## config.mk

```make
export PLATFORM = sky130hd
export DESIGN_NAME = sid_i2s_tx
export DESIGN_NICKNAME = d
export VERILOG_FILES = /design/src/rtl/sid_i2s_tx.sv
export SDC_FILE = /design/constraint.sdc
export NUM_CORES = 1
export LEC_CHECK = 0
export BUFFER_PORTS_ARGS = -buffer_cell sky130_fd_sc_hd__buf_4
export CORE_MARGIN = 3
export CORE_UTILIZATION = 31
export CTS_CLUSTER_DIAMETER = 30
export DETAILED_ROUTE_END_ITERATION = 8
export PLACE_DENSITY = 0.47
export SLEW_MARGIN = 0
export SYNTH_ARGS = -nofsm -noshare
export SYNTH_HDL_FRONTEND = slang
export SYNTH_SLANG_ARGS = --single-unit
```

## constraint.sdc

```tcl
create_clock -name CLK -period 6.2 [get_ports CLK]
set_input_delay 0.62 -clock CLK [delete_from_list [all_inputs] [get_ports CLK]]
set_output_delay 0.62 -clock CLK [all_outputs]
set_load 0.1 [all_outputs]
```

## src/rtl/sid_i2s_tx.sv

```systemverilog
// sid_i2s_tx
// ----------
// Serialises the signed 16-bit SID mix into an I2S frame for an external DAC.
// Samples arrive over a valid/ready handshake into a small FIFO. One word is
// popped per frame and sent as mono, duplicated on left and right. BCLK and
// LRCLK free-run from CLK.
//
// Optional feature macro: SID_I2S_HOLD_EN
//   defined   -> an underrun repeats the last popped word (0 if none yet)
//   undefined -> an underrun sends silence (0)
//
// Parameters
//   CLK_DIV      CLK cycles per BCLK half-period (>= 2)
//   FIFO_AW      FIFO address width, depth = 2**FIFO_AW
// Ports
//   CLK          master clock
//   RST          asynchronous active-high reset
//   SAMPLE       signed 16-bit audio sample
//   SAMPLE_VALID SAMPLE is presented this cycle
//   SAMPLE_READY FIFO not full (registered)
//   I2S_BCLK     bit clock
//   I2S_LRCLK    word select, 0 = left, 1 = right
//   I2S_DATA     serial data, MSB first, one BCLK behind LRCLK
//   UNDERRUN     one-cycle pulse when a frame load finds the FIFO empty

module sid_i2s_tx #(
    parameter int CLK_DIV = 6,
    parameter int FIFO_AW = 2
) (
    input  logic               CLK,
    input  logic               RST,
    input  logic signed [15:0] SAMPLE,
    input  logic               SAMPLE_VALID,
    output logic               SAMPLE_READY,
    output logic               I2S_BCLK,
    output logic               I2S_LRCLK,
    output logic               I2S_DATA,
    output logic               UNDERRUN
);

    localparam int DIV_W = (CLK_DIV > 2) ? $clog2(CLK_DIV) : 1;
    localparam int DEPTH = 1 << FIFO_AW;
    localparam int CNT_W = FIFO_AW + 1;
    localparam logic [DIV_W-1:0] DIV_LAST = DIV_W'(CLK_DIV - 1);
    localparam logic [CNT_W-1:0] CNT_FULL = CNT_W'(DEPTH);

    logic [DIV_W-1:0]   divCnt_q, divCnt_d;
    logic               bclk_q, bclk_d;
    logic [4:0]         slot_q, slot_d;
    logic               lrclk_q, lrclk_d;
    logic [31:0]        shift_q, shift_d;
    logic               data_q, data_d;
    logic               underrun_q, underrun_d;
    logic [15:0]        lastWord_q, lastWord_d;
    logic [FIFO_AW-1:0] wrPtr_q, wrPtr_d;
    logic [FIFO_AW-1:0] rdPtr_q, rdPtr_d;
    logic [CNT_W-1:0]   count_q, count_d;
    logic               ready_q, ready_d;
    logic [15:0]        mem_q [DEPTH];

    logic        divTick;
    logic        fallTick;
    logic        frameLoad;
    logic        fifoEmpty;
    logic        pushEn;
    logic        popEn;
    logic [15:0] headWord;
    logic [15:0] fillWord;
    logic [15:0] loadWord;

    // Event decode: the divider wrap toggles BCLK, a wrap while BCLK is high
    // is a falling tick, and the falling tick leaving slot 0 is the frame load.
    // Pushes are gated by the registered READY, so a full FIFO never accepts.
    always_comb begin
        divTick   = (divCnt_q == DIV_LAST);
        fallTick  = divTick && bclk_q;
        frameLoad = fallTick && (slot_q == 5'd0);
        fifoEmpty = (count_q == '0);
        pushEn    = SAMPLE_VALID && ready_q;
        popEn     = frameLoad && !fifoEmpty;
        headWord  = mem_q[rdPtr_q];
`ifdef SID_I2S_HOLD_EN
        fillWord  = lastWord_q;
`else
        fillWord  = 16'h0000;
`endif
        loadWord  = popEn ? headWord : fillWord;
    end

    // Next-state logic for the timebase, serialiser and FIFO bookkeeping.
    // At a frame load the MSB goes straight to the data register and the
    // shift register keeps the remaining 31 bits of {W, W}. The right-channel
    // LSB therefore leaves on slot 0 of the next frame, giving the I2S
    // one-BCLK delay. A pop on an empty FIFO is not counted, so a push in
    // the same cycle stays queued for the next frame.
    always_comb begin
        divCnt_d   = divTick ? '0 : divCnt_q + DIV_W'(1);
        bclk_d     = divTick ? ~bclk_q : bclk_q;
        slot_d     = fallTick ? slot_q + 5'd1 : slot_q;
        lrclk_d    = fallTick ? slot_d[4] : lrclk_q;
        shift_d    = shift_q;
        data_d     = data_q;
        if (frameLoad) begin
            data_d  = loadWord[15];
            shift_d = {loadWord[14:0], loadWord, 1'b0};
        end else if (fallTick) begin
            data_d  = shift_q[31];
            shift_d = {shift_q[30:0], 1'b0};
        end
        underrun_d = frameLoad && fifoEmpty;
        lastWord_d = popEn ? headWord : lastWord_q;
        wrPtr_d    = pushEn ? wrPtr_q + FIFO_AW'(1) : wrPtr_q;
        rdPtr_d    = popEn ? rdPtr_q + FIFO_AW'(1) : rdPtr_q;
        count_d    = count_q;
        case ({pushEn, popEn})
            2'b10:   count_d = count_q + CNT_W'(1);
            2'b01:   count_d = count_q - CNT_W'(1);
            default: count_d = count_q;
        endcase
        ready_d    = (count_d != CNT_FULL);
    end

    // All architectural state, cleared asynchronously. The divider restarts
    // at 0 with BCLK low, so the first rising tick is CLK_DIV cycles after
    // release and the first frame load is 2*CLK_DIV cycles after release.
    always_ff @(posedge CLK or posedge RST) begin
        if (RST) begin
            divCnt_q   <= '0;
            bclk_q     <= 1'b0;
            slot_q     <= 5'd0;
            lrclk_q    <= 1'b0;
            shift_q    <= 32'h0;
            data_q     <= 1'b0;
            underrun_q <= 1'b0;
            lastWord_q <= 16'h0000;
            wrPtr_q    <= '0;
            rdPtr_q    <= '0;
            count_q    <= '0;
            ready_q    <= 1'b1;
        end else begin
            divCnt_q   <= divCnt_d;
            bclk_q     <= bclk_d;
            slot_q     <= slot_d;
            lrclk_q    <= lrclk_d;
            shift_q    <= shift_d;
            data_q     <= data_d;
            underrun_q <= underrun_d;
            lastWord_q <= lastWord_d;
            wrPtr_q    <= wrPtr_d;
            rdPtr_q    <= rdPtr_d;
            count_q    <= count_d;
            ready_q    <= ready_d;
        end
    end

    // FIFO storage. It has no reset: an empty count hides whatever the
    // entries hold, and a word is only read after it has been written.
    always_ff @(posedge CLK) begin
        if (pushEn) begin
            mem_q[wrPtr_q] <= SAMPLE;
        end
    end

    assign SAMPLE_READY = ready_q;
    assign I2S_BCLK     = bclk_q;
    assign I2S_LRCLK    = lrclk_q;
    assign I2S_DATA     = data_q;
    assign UNDERRUN     = underrun_q;

endmodule

```

==> flow_metrics.tcl <==
set metrics [dict create \
    io_pins 24 \
    drt-vias-per-instance 4.83 \
    diodes 0 \
    reg2reg_depth 10 \
    status "finished, final reports clean" \
    switchingPower_w 0.000677 \
    ant_nets 0 \
    cts_inserted_buffers 17 \
    internal-power_w 0.00176 \
    drc 0 \
    finalSetupTns_ps 0 \
    ir_drop_uv 196 \
    die_w_um 129 \
    dr_total_vias 2630 \
    cts.clk_slew.worst_paths_ps 50 \
    synth_warnings 0 \
    std_cell_rows 44 \
    clk_path_buf_depth 2 \
    slew_violations 0 \
    grt_pass1_wl_mm 14.6 \
    dpl.hpwl_mm 5.24 \
    synth_area_leaders "edfxtp_1 41%, dfrtp_1 27%, mux4_2 7.7%, a21oi_1 6.5%, nor2_1 2.6%" \
    grt-ovfl-total 0 \
    setup_violations 0 \
    switching_share 0.278 \
    place_ws_ps 2910 \
    cts_resized 0 \
    routed_wl_mm 8.71 \
    leakage_nw 2.16 \
    power_frac_clock 0.388 \
    synth_top_area_cell "edfxtp_1" \
    drtIter0Drc 130 \
    initial_core_util 0.319 \
    start_kind "register" \
    placed_cell_area_um2 4970 \
    final_area_um2 5560 \
    relSlewSlack 0.262 \
    cts_tree "done" \
    fin_skew_ps 10.9 \
    antenna_found_initial 0 \
    drt_first_pass_iters 4 \
    worst_slew_pin_slew_ps 1110 \
    fp.dieH_um 129 \
    grt_max_degree 52 \
    whs_ps 392 \
    area_delta_synth_final_pct 19.0 \
    postCtsHoldBufs 0 \
    wire_per_inst_um 16.0 \
    syn_area_um2 4670 \
    htreeDepth 4 \
    p_seq_frac 0.442 \
    worstSetupPathType "register to register" \
    min_path_type "input port to asynchronous set/reset pin" \
    cts_root_buf "clkbuf_16" \
    crit_fanout 18 \
    drv_cap 0 \
    synth_cells 321 \
    comb_power_share 0.170 \
    ys_types 34 \
    syn-num-nets 348 \
    core_area_um2 14600 \
    arrival_ps 3580 \
    ys_seq_area_frac 0.685 \
    gp_congestion 0.720 \
    clock_latency_ps 410 \
    period_needed_ps 3240 \
    cts_setup_buffers 0 \
    fmax_ghz 0.308 \
    cp-end-kind "register" \
    final_layout_size_suffix_gt1_frac 0.222 \
    grt_pass1_vias 2794 \
    syn_area_per_cell_um2 14.6 \
    rsz0062_at_grt "false" \
    timing.final.ws_setup_ps 2960 \
    clock-sinks 115 \
    grt_usage 0.116 \
    synth_top_cell_area_share 0.411 \
    io_buffers 23 \
    dieArea_um2 16600 \
    fin_crit_sh 0.523 \
    crit_required_ps 6530 \
    fin_nets 375 \
    ys_ff_latch 115 \
    power_density_nw_per_um2 438 \
    hold_viol 0 \
]
registers in the layout (all words and copies together), names as in the netlist, 2 cells and up:
name / cells
shift_q: 31
slot_q: 5
divCnt_q: 3
rdPtr_q: 2
wrPtr_q: 2
count_q: 3
mem_q: 64
kinds of logic (layout without fill, tap and decap cells):
logic type,after synthesis,in the layout,share of synthesized area
DFF,115,115,0.685
xor gates and xnor gates,11,11,0.0206
adders and majority gates,8,8,0.0230
muxes,19,19,0.0838
AOI/OAI and AO/OA,68,68,0.0745
buffers and inverters,28,68,0.0343
and+or+nand+nor,72,72,0.0788
per-layer routing:
| layer | up-vias | GRT usage | wire length, um |
|---|---|---|---|
| met5 | - | 0 | 0 |
| met4 | 0 | 0.0556 | 191 |
| met3 | 15 | 0.0386 | 277 |
| met2 | 32 | 0.176 | 4160 |
| met1 | 1347 | 0.150 | 4080 |
| li1 | 1236 | - | - |
stage by stage:
step,cells,utilization,total power [W]
floorplan,321,-,0.00139
finish,545,0.380,0.00244
global placement,513,0.340,0.00151
detailed placement,513,0.340,0.00152
CTS,545,0.380,0.00248
global route,545,0.380,0.00256
worst max-delay path, stage by stage, from the launching register on:
cell	delay, ps
dfrtp_1	390
inv_1	100
ha_1	180
nor4b_4	770
and3_1	330
ha_1	190
inv_1	60
fa_1	370
xor2_1	160
or3_1	330
a211o_1	300
worst paths after layout:
| kind | endpoint | slack, ps | start |
|---|---|---|---|
| worst min-delay path | wrPtr_q[1] | 390 | RST |
| min in group CLK | mem_q[1][15] | 400 | SAMPLE[15] |
| worst max register to register | SAMPLE_READY | 2960 | slot_q[0] |
| worst min register to register | I2S_LRCLK | 490 | I2S_LRCLK |
| worst max-delay path | SAMPLE_READY | 2960 | slot_q[0] |
| max in group asynchronous | shift_q[8] | 5370 | RST |
cell usage in the layout (no fill, tap or decap), drive strengths merged, types with 2 or more instances in the layout:
cell type	netlist	layout
edfxtp	64	64
a21oi	62	62
dfrtp	50	50
nor2	32	32
buf	15	26
nand3	18	18
clkbuf	3	17
mux4	16	16
inv	10	11
clkinv	0	9
xnor2	7	7
nand2	7	7
ha	7	7
and3	5	5
o21ai	5	5
xor2	4	4
clkinvlp	0	3
or3	2	2
mux2i	2	2
nand4	2	2
bufinv	0	2
cell usage after synthesis, drive strengths merged:
cell type,n
dfrtp,50
or4b,1
nand2b,1
xor2,4
and3,5
buf,15
nor3,1
a211o,1
clkbuf,3
xnor2,7
nand4b,1
a21oi,62
fa,1
nand4,2
ha,7
o21ai,5
inv,10
nand3,18
nor2,32
and4b,1
edfxtp,64
nand2,7
mux2,1
dfstp,1
mux4,16
nor4b,1
or3,2
mux2i,2
area by class of cell:
type / instances / area, um2
clock buffers: 17 / 425
multi-input cells: 178 / 1310
repair buffers: 26 / 195
fillers: 1402 / 9080
inverters: 10 / 37.5
well taps: 184 / 230
flip-flops and latches: 115 / 3200
clock inverters: 15 / 161
power by group through the flow:
stage          Sequential [W]  Combinational, W  Clock, W
2_1_floorplan         0.00111          0.000282         0
6_report              0.00108          0.000413  0.000946
3_5_place_dp          0.00109          0.000429         0
4_1_cts               0.00108          0.000429  0.000970
3_3_place_gp          0.00109          0.000422         0
5_1_grt               0.00110          0.000462   0.00100
No activity file was read; power rests on OpenSTA's default activity.
